**config.mk**
```make
export PLATFORM = sky130hd
export DESIGN_NAME = mc_hs_controller
export DESIGN_NICKNAME = d
export VERILOG_FILES = /design/src/rtl/mc_hs_controller.sv
export SDC_FILE = /design/constraint.sdc
export NUM_CORES = 1
export LEC_CHECK = 0
export CORE_UTILIZATION = 40
export CTS_CLUSTER_SIZE = 10
export DETAILED_ROUTE_END_ITERATION = 10
export HOLD_SLACK_MARGIN = 0.05
export PLACE_DENSITY = 0.92
export SLEW_MARGIN = 15
export SYNTH_ARGS = -nofsm -noshare
export SYNTH_HDL_FRONTEND = slang
export SYNTH_SLANG_ARGS = --single-unit
```
**constraint.sdc**
```tcl
create_clock -name clk -period 5.8 [get_ports clk]
set_clock_uncertainty 0.15 [all_clocks]
set_input_delay 1.74 -clock clk [delete_from_list [all_inputs] [get_ports clk]]
set_output_delay 1.74 -clock clk [all_outputs]
set_load 0.02 [all_outputs]
```
**src/rtl/mc_hs_controller.sv**
```systemverilog
// rtl/mc_hs_controller.sv - multi-cycle MIPS-subset control FSM with variable-latency memory handshake
// Optional performance counters are built only when MC_PERF_CNT_EN is defined.
module mc_hs_controller #(
    parameter int MEM_TIMEOUT = 16,
    parameter int WAIT_W      = 5,
    parameter int CNT_W       = 32
) (
    input  logic             clk,
    input  logic             reset,
    input  logic [5:0]       opcode,
    input  logic [5:0]       funct,
    input  logic             zero,
    input  logic             mem_ready,
    output logic             pc_write,
    output logic             iord,
    output logic             mem_read,
    output logic             mem_write,
    output logic             ir_write,
    output logic [1:0]       mem_to_reg,
    output logic [1:0]       reg_dst,
    output logic             reg_write,
    output logic             ext_op,
    output logic             lui_op,
    output logic [1:0]       alu_src_a,
    output logic [1:0]       alu_src_b,
    output logic [3:0]       alu_op,
    output logic [1:0]       pc_source,
    output logic             trap,
    output logic [1:0]       trap_cause,
    output logic [CNT_W-1:0] cycle_cnt,
    output logic [CNT_W-1:0] retire_cnt
);

    typedef enum logic [3:0] {
        S_FETCH, S_DECODE, S_EXEC_R, S_EXEC_I, S_MEM_ADDR, S_MEM_RD, S_MEM_WB,
        S_MEM_WR, S_WB_R, S_WB_I, S_BRANCH, S_JUMP, S_TRAP
    } state_t;

    state_t            state_q, state_d;
    logic [WAIT_W-1:0] wait_q, wait_d;
    logic [1:0]        cause_q, cause_d;
    logic              wait_expired;

    function automatic logic legal_funct(input logic [5:0] f);
        case (f)
            6'h00, 6'h02, 6'h03, 6'h04, 6'h06, 6'h07, 6'h08, 6'h09,
            6'h20, 6'h21, 6'h22, 6'h23, 6'h24, 6'h25, 6'h26, 6'h27,
            6'h2a, 6'h2b: legal_funct = 1'b1;
            default:      legal_funct = 1'b0;
        endcase
    endfunction

    assign wait_expired = (wait_q == WAIT_W'(MEM_TIMEOUT - 1));

    always_ff @(posedge clk) begin
        if (!reset) begin
            state_q <= S_FETCH;
            wait_q  <= '0;
            cause_q <= 2'b00;
        end else begin
            state_q <= state_d;
            wait_q  <= wait_d;
            cause_q <= cause_d;
        end
    end

    always_comb begin
        state_d    = state_q;
        cause_d    = cause_q;
        wait_d     = '0;
        pc_write   = 1'b0;
        iord       = 1'b0;
        mem_read   = 1'b0;
        mem_write  = 1'b0;
        ir_write   = 1'b0;
        mem_to_reg = 2'b00;
        reg_dst    = 2'b00;
        reg_write  = 1'b0;
        ext_op     = 1'b0;
        lui_op     = 1'b0;
        alu_src_a  = 2'b00;
        alu_src_b  = 2'b00;
        alu_op     = 4'd0;
        pc_source  = 2'b00;
        case (state_q)
            S_FETCH: begin
                mem_read  = 1'b1;
                alu_src_a = 2'b01;
                alu_src_b = 2'b01;
                if (mem_ready) begin
                    ir_write = 1'b1;
                    pc_write = 1'b1;
                    state_d  = S_DECODE;
                end else if (wait_expired) begin
                    state_d = S_TRAP;
                    cause_d = 2'b10;
                end else begin
                    wait_d = wait_q + 1'b1;
                end
            end
            S_DECODE: begin
                alu_src_a = 2'b01;
                alu_src_b = 2'b11;
                case (opcode)
                    6'h00:        state_d = S_EXEC_R;
                    6'h23, 6'h2b: state_d = S_MEM_ADDR;
                    6'h04, 6'h05: state_d = S_BRANCH;
                    6'h02, 6'h03: state_d = S_JUMP;
                    6'h08, 6'h09, 6'h0a, 6'h0b, 6'h0c, 6'h0d, 6'h0f: state_d = S_EXEC_I;
                    default: begin
                        state_d = S_TRAP;
                        cause_d = 2'b01;
                    end
                endcase
            end
            S_EXEC_R: begin
                alu_op = 4'd2;
                if (funct == 6'h00 || funct == 6'h02 || funct == 6'h03)
                    alu_src_a = 2'b10;
                if (!legal_funct(funct)) begin
                    state_d = S_TRAP;
                    cause_d = 2'b01;
                end else if (funct == 6'h08 || funct == 6'h09) begin
                    // ALU control passes A for jr/jalr, so the jump target is the ALU result.
                    pc_write = 1'b1;
                    state_d  = S_FETCH;
                    if (funct == 6'h09) begin
                        reg_dst    = 2'b01;
                        mem_to_reg = 2'b10;
                        reg_write  = 1'b1;
                    end
                end else begin
                    state_d = S_WB_R;
                end
            end
            S_WB_R: begin
                reg_dst   = 2'b01;
                reg_write = 1'b1;
                state_d   = S_FETCH;
            end
            S_EXEC_I: begin
                alu_src_b = 2'b10;
                ext_op    = !(opcode == 6'h0c || opcode == 6'h0d);
                lui_op    = (opcode == 6'h0f);
                case (opcode)
                    6'h0a:   alu_op = 4'd5;
                    6'h0b:   alu_op = 4'd6;
                    6'h0c:   alu_op = 4'd3;
                    6'h0d:   alu_op = 4'd4;
                    6'h0f:   alu_op = 4'd7;
                    default: alu_op = 4'd0;
                endcase
                state_d = S_WB_I;
            end
            S_WB_I: begin
                reg_write = 1'b1;
                state_d   = S_FETCH;
            end
            S_MEM_ADDR: begin
                alu_src_b = 2'b10;
                ext_op    = 1'b1;
                state_d   = (opcode == 6'h23) ? S_MEM_RD : S_MEM_WR;
            end
            S_MEM_RD, S_MEM_WR: begin
                iord      = 1'b1;
                mem_read  = (state_q == S_MEM_RD);
                mem_write = (state_q == S_MEM_WR);
                if (mem_ready) begin
                    state_d = (state_q == S_MEM_RD) ? S_MEM_WB : S_FETCH;
                end else if (wait_expired) begin
                    state_d = S_TRAP;
                    cause_d = 2'b10;
                end else begin
                    wait_d = wait_q + 1'b1;
                end
            end
            S_MEM_WB: begin
                mem_to_reg = 2'b01;
                reg_write  = 1'b1;
                state_d    = S_FETCH;
            end
            S_BRANCH: begin
                alu_op    = 4'd1;
                pc_source = 2'b01;
                pc_write  = (opcode == 6'h04) ? zero : !zero;
                state_d   = S_FETCH;
            end
            S_JUMP: begin
                pc_source = 2'b10;
                pc_write  = 1'b1;
                if (opcode == 6'h03) begin
                    reg_dst    = 2'b10;
                    mem_to_reg = 2'b10;
                    reg_write  = 1'b1;
                end
                state_d = S_FETCH;
            end
            S_TRAP: state_d = S_TRAP;
            default: state_d = S_FETCH;
        endcase
    end

    assign trap       = (state_q == S_TRAP);
    assign trap_cause = cause_q;

`ifdef MC_PERF_CNT_EN
    logic [CNT_W-1:0] cyc_q, ret_q;
    logic             retire;

    // An instruction retires on its last cycle: any move into FETCH (holding FETCH is a stall).
    assign retire = (state_d == S_FETCH) && (state_q != S_FETCH);

    always_ff @(posedge clk) begin
        if (!reset) begin
            cyc_q <= '0;
            ret_q <= '0;
        end else begin
            if (!trap)
                cyc_q <= cyc_q + 1'b1;
            if (retire)
                ret_q <= ret_q + 1'b1;
        end
    end

    assign cycle_cnt  = cyc_q;
    assign retire_cnt = ret_q;
`else
    assign cycle_cnt  = '0;
    assign retire_cnt = '0;
`endif

endmodule
```
==> results of run 1 <==
worst max path at each step:
stage | from | slack [ns] | depth (start not counted) | endpoint
6_report | funct[3] | 0.16 | 5 | mem_to_reg[1]
5_1_grt | funct[3] | 0.08 | 5 | mem_to_reg[1]
4_1_cts | funct[3] | 0.06 | 6 | reg_write
3_5_place_dp | funct[3] | -0.04 | 7 | pc_write
3_3_place_gp | funct[3] | -0.01 | 6 | reg_dst[0]
2_1_floorplan | opcode[4] | 0.71 | 5 | reg_write
layer usage:
metal	track usage, %	vias to the layer above	wire length (µm)
li1	-	743	-
met1	19.3	684	1460
met2	27.0	78	1650
met3	3.62	0	292
met4	0.798	0	0
met5	0	-	0
power groups by stage:
stage               Combinational [mW]  Sequential [mW]  Clock (mW)
global placement                 0.353            0.131           0
finish                           0.354            0.132      0.0781
global route                     0.387            0.136      0.0849
floorplan                        0.300            0.106           0
CTS                              0.355            0.131      0.0792
detailed placement               0.357            0.132           0
cell usage after synthesis, types with 4 or more instances:
master,instances,area [µm²]
dfxtp_1,11,220
nand2_1,7,26.3
clkbuf_1,5,18.8
nand3_1,6,30.0
nor2b_1,4,25.0
o21ai_0,4,20.0
a21oi_1,15,75.1
nor3b_1,4,30.0
buf_4,65,488
buf_2,5,25.0
nor2_1,25,93.8
inv_1,10,37.5
nand2b_1,12,75.1
final cells by class:
| cell class | instances | share of cell area [%] |
|---|---|---|
| multi-input combinational | 198 | 57.1 |
| timing repair buffer | 48 | 24.0 |
| sequential | 11 | 11.5 |
| tap | 48 | 3.14 |
| clock buffer | 4 | 2.36 |
| inverter | 10 | 1.96 |
cell families after synthesis:
family / Yosys count
other cells: 1
fa+ha+maj: 2
buf+inv: 87
simple gates: 81
flops: 11
mux: 1
compound gates: 45
xor+xnor: 4
stage by stage:
step | cells | power (mW) | utilization, %
6_report | 319 | 0.564 | 50.3
3_5_place_dp | 315 | 0.489 | 49.0
3_3_place_gp | 315 | 0.484 | 49.0
4_1_cts | 319 | 0.565 | 50.3
2_1_floorplan | 296 | 0.406 | -
5_1_grt | 319 | 0.608 | 50.3
repair_timing:
| item | 4_1_cts | 5_1_grt |
|---|---|---|
| setup endpoints to repair | 3 | 1 |
| resized for setup | 3 | 1 |
| pin swaps | 0 | 0 |
registers in the layout, summed over array words and instances (netlist names):
register	cells
wait_q	5
state_q	4
trap_cause	2
worst reg2reg max path, stage by stage, from the launching register on:
cell and delay [ns]:
dfxtp_1 0.72, nor2_1 0.18, a22o_1 0.26, a21oi_1 0.25, nand4_1 0.20, nor3b_2 0.20
==> impl_metrics.json, run 1 <==
{
  "port_buffers": 39,
  "critical_path.slowest_cell": "clkdlybuf4s50_1",
  "outcome": "finished, final reports clean",
  "grt-ovfl-total": 0,
  "drive_gt1_share_pct": 9.59,
  "grt_first_pass_wirelength_um": 5380,
  "via_count": 1505,
  "grt_pass1_vias": 1257,
  "clkTransAtPathRegs_ns": 0.05,
  "setup_tns_ns": 0,
  "period_share_pct": 97.3,
  "drt_wl_total_um": 3400,
  "syn-cell-area_um2": 1650,
  "coreArea_um2": 3800,
  "synth_edf_count": 0,
  "ys_types": 55,
  "holdPathStages": 1,
  "power_frac_comb_pct": 62.8,
  "pre_cts_ws_ns": -0.0359,
  "power_frac_clock_pct": 13.8,
  "cts_made_buffers": 3,
  "std_cell_rows": 22,
  "reg2reg_slack_ns": 3.72,
  "synthMuxAreaShare_pct": 0.607,
  "first_iter_violations": 79,
  "clock-sinks": 11,
  "clockBufferDepth": 2,
  "fin_crit_ns": 5.64,
  "max-slew-margin-rel_pct": 58.0,
  "ys_ff_latch": 11,
  "hold_viol": 0,
  "crit_chain": "clkdlybuf4s50_1, or4b_4, nor3b_2, a21o_1, clkdlybuf4s50_1",
  "p_per_area_nw_per_um2": 295,
  "drt-vias-per-instance": 4.72,
  "synthCells": 232,
  "grt_max_degree": 21,
  "critical_path.top_delay_family": "buffers and inverters",
  "start_util_pct": 43.4,
  "io_pins": 105,
  "cp_slowest_stage_delay_ns": 0.60,
  "drv_slew": 0,
  "rr_endpoint": "trap_cause[0]$_SDFFE_PN0P_",
  "syn_area_per_cell_um2": 7.11,
  "setup_viol": 0,
  "fp.dieH_um": 66.2,
  "die-width_um": 66.2,
  "internal_power_uw": 291,
  "holdWs_ns": 0.298,
  "final_area_um2": 1910,
  "cp_num_buf_inv": 2,
  "synth_ff_type": "dfxtp_1",
  "synthXorXnorAreaFrac_pct": 2.12,
  "reg2regPathDepth": 5,
  "sw_frac_of_total_pct": 48.4,
  "worst_slack_ns": 0.156,
  "rsz0062_at_grt": "no",
  "synth-adder-area-share_pct": 1.52,
  "switchingPower_uw": 273,
  "dp_hpwl_um": 2730,
  "antenna_cells": 0,
  "multiInputGateArea_um2": 1090,
  "min_to": "wait_q[0]$_SDFF_PP0_",
  "path_common_cell": "clkdlybuf4s50_1",
  "cp.required_ns": 3.91,
  "synth_top_family_by_area": "buffers and inverters",
  "layout_common_cells": "conb_1, clkdlybuf4s50_1, nor2_1",
  "max_slew.worst_pin.slew_ns": 0.630,
  "cts_tree": "built",
  "synthArstFlopShare_pct": 0,
  "syn_to_final_growth_pct": 15.8,
  "crit_fanout": 4,
  "die_area_um2": 4390,
  "ys_seq_area_share_pct": 13.3,
  "hold_buffers": 0,
  "drc_errors": 0,
  "ir_worst_vdd_mv": 0.166,
  "cp.arrival_ns": 3.75,
  "p_leak_nw": 0.849,
  "cp-start-kind": "input port",
  "yosysWarnings": 0,
  "fmax_ghz": 0.177,
  "grt_usage_pct": 15.2,
  "worstHoldPathType": "reg2reg",
  "drt-pass1-iter-count": 4,
  "htreeDepth": 1,
  "reg2reg_from": "state_q[0]$_SDFF_PN0_",
  "synthSimpleGateAreaFrac_pct": 27.7,
  "fill_cells": 391,
  "final_common_cell": "conb_1",
  "detail-route-antenna-nets": 0,
  "ctsRootBufferMaster": "clkbuf_8",
  "hold_start": "wait_q[0]$_SDFF_PP0_",
  "cp-end-kind": "output pin",
  "place.gp.congestion": 0.948,
  "seqPwrFrac_pct": 23.4,
  "antenna_found_initial": 0,
  "path_class": "in2out",
  "nets": 290,
  "cap_violations": 0,
  "clkLatencyLatePin_ns": 0.24,
  "drt-wirelength-per-cell_um": 10.7,
  "regArea_um2": 220,
  "dpl_cell_area_um2": 1860,
  "synth_compound_area_share_pct": 19.1,
  "post_cts.repair.setup_buffers": 0
}
No activity file was read; power rests on OpenSTA's default activity.
==> inputs of run 2 (changes only) <==
Settings changed: HOLD_SLACK_MARGIN 0.05 to 0.08.
==> results of run 2 <==
Same layout as run 1: the final DEF is identical, and so are final timing and power.
==> inputs of run 3 (changes only) <==
Settings changed: GPL_ROUTABILITY_DRIVEN set to 0, PLACE_DENSITY 0.92 to 0.95.
==> run 3 against run 2 <==
Core utilization hardly changed. Clock power decreased by 4.5%. Power up 0.11%. Highest routed layer is now met4. Via count increased by 2.1%. Largest power group unchanged. Critical path type unchanged. Sequential power hardly changed. Critical endpoint is now reg_write.
==> impl_metrics.json, run 3 (synthesized netlist as in run 1, its figures left out) <==
{
  "outcome": "finished, final reports clean",
  "clkLatencyLatePin_ns": 0.23,
  "p_leak_nw": 0.845,
  "drt_wl_total_um": 3540,
  "drt-wirelength-per-cell_um": 11.1,
  "clkTransAtPathRegs_ns": 0.05,
  "cp-end-kind": "output pin",
  "cts_tree": "built",
  "highest_layer": "met4",
  "grt_usage_pct": 15.3,
  "dp.cells": 315,
  "detail-route-antenna-nets": 0,
  "wl_met1_um": 1390,
  "wl_met2_um": 1790,
  "cp.required_ns": 3.91,
  "reg2reg_from": "state_q[2]$_SDFF_PN0_",
  "fp.dieH_um": 66.2,
  "std_cell_rows": 22,
  "syn_to_final_growth_pct": 15.9,
  "setup_viol": 0,
  "drt-vias-per-instance": 4.82,
  "hold_start": "wait_q[0]$_SDFF_PP0_",
  "power_frac_comb_pct": 63.2,
  "post_cts.repair.setup_buffers": 0,
  "nets": 290,
  "drt-pass1-iter-count": 4,
  "grt_first_pass_wirelength_um": 5360,
  "reg2regPathDepth": 5,
  "rr_endpoint": "trap_cause[0]$_SDFFE_PN0P_",
  "clockBufferDepth": 2,
  "max_slew.worst_pin.slew_ns": 0.634,
  "coreArea_um2": 3800,
  "layoutNonFillerInstCount": 319,
  "hold_viol": 0,
  "dp_hpwl_um": 2870,
  "crit_fanout": 3,
  "sw_frac_of_total_pct": 48.2,
  "ctsRootBufferMaster": "clkbuf_8",
  "port_buffers": 39,
  "grt_pass1_vias": 1250,
  "clock-sinks": 11,
  "switchingPower_uw": 272,
  "max-slew-margin-rel_pct": 57.7,
  "fin_crit_ns": 5.69,
  "seqPwrFrac_pct": 23.6,
  "regMostFlops": "wait_q",
  "antenna_cells": 0,
  "io_pins": 105,
  "layout_common_cells": "conb_1, clkdlybuf4s50_1, nor2_1",
  "wl_met3_um": 339,
  "die-width_um": 66.2,
  "ir_worst_vdd_mv": 0.140,
  "largest_register_ffs": 5,
  "first_iter_violations": 103,
  "cts_made_buffers": 3,
  "htreeDepth": 1,
  "rsz0062_at_grt": "no",
  "pre_cts_ws_ns": -0.0117,
  "grt_max_degree": 21,
  "reg2reg_slack_ns": 3.71,
  "via_count": 1537,
  "antenna_found_initial": 0,
  "internal_power_uw": 293,
  "grt-ovfl-total": 0,
  "cp-start-kind": "input port",
  "cap_violations": 0,
  "worstHoldPathType": "reg2reg",
  "drc_errors": 0,
  "cp.arrival_ns": 3.80,
  "drive_gt1_share_pct": 9.59,
  "holdWs_ns": 0.305,
  "holdPathStages": 1,
  "period_share_pct": 98.1,
  "drv_slew": 0,
  "min_to": "wait_q[0]$_SDFF_PP0_",
  "power_frac_clock_pct": 13.2,
  "start_util_pct": 43.4,
  "fmax_ghz": 0.176,
  "p_per_area_nw_per_um2": 295,
  "final_common_cell": "conb_1",
  "die_area_um2": 4390,
  "worst_slack_ns": 0.109,
  "path_class": "in2out"
}
## run 3: worst max path at each step
stage,start,end,cells after the start
after floorplan,opcode[4],reg_write,5
after global placement,funct[2],pc_write,7
after detailed placement,funct[2],pc_write,7
after CTS,funct[2],reg_dst[0],6
after global routing,funct[2],reg_write,6
final,funct[2],reg_write,6
## run 3: per-layer routing
metal | up-vias | GRT usage, %
li1 | 736 | -
met1 | 701 | 17.8
met2 | 98 | 28.4
met3 | 2 | 3.79
met4 | 0 | 1.86
met5 | - | 0
## run 3: what timing repair did
action | in CTS | in global routing
hold buffers | 0 | 0
setup endpoints to repair | 1 | 2
gates resized for setup | 1 | 2
endpoints found under the hold margin | 0 | 0
cloned | 0 | 0
## run 3: layout make-up
cell class,count,area (µm²)
Fill cell,367,1890
Multi-Input combinational cell,198,1090
Timing Repair Buffer,48,459
Sequential cell,11,220
Tap cell,48,60.1
Clock buffer,4,45.0
Inverter,10,37.5
## run 3: metrics by stage
stage          util (%)  power [mW]  instance area (µm²)  TNS, ns
2_1_floorplan         -       0.406                 1890        0
3_3_place_gp       49.0       0.483                 1860        0
3_5_place_dp       49.0       0.489                 1860  -0.0117
4_1_cts            50.2       0.564                 1910        0
5_1_grt            50.4       0.604                 1910        0
6_report           50.4       0.565                 1910        0
## run 3: power by group through the flow
stage               clock network (mW)  logic, mW  registers [mW]
floorplan                            0      0.300           0.106
global placement                     0      0.353           0.130
detailed placement                   0      0.357           0.132
CTS                             0.0771      0.356           0.131
global route                    0.0838      0.383           0.137
finish                          0.0746      0.357           0.133
## run 3: critical path, cell delays in order
cell             delay, ns
clkdlybuf4s50_1       0.43
or4b_4                0.58
nor3b_2               0.20
a21o_1                0.15
or3_1                 0.10
clkdlybuf4s50_1       0.60
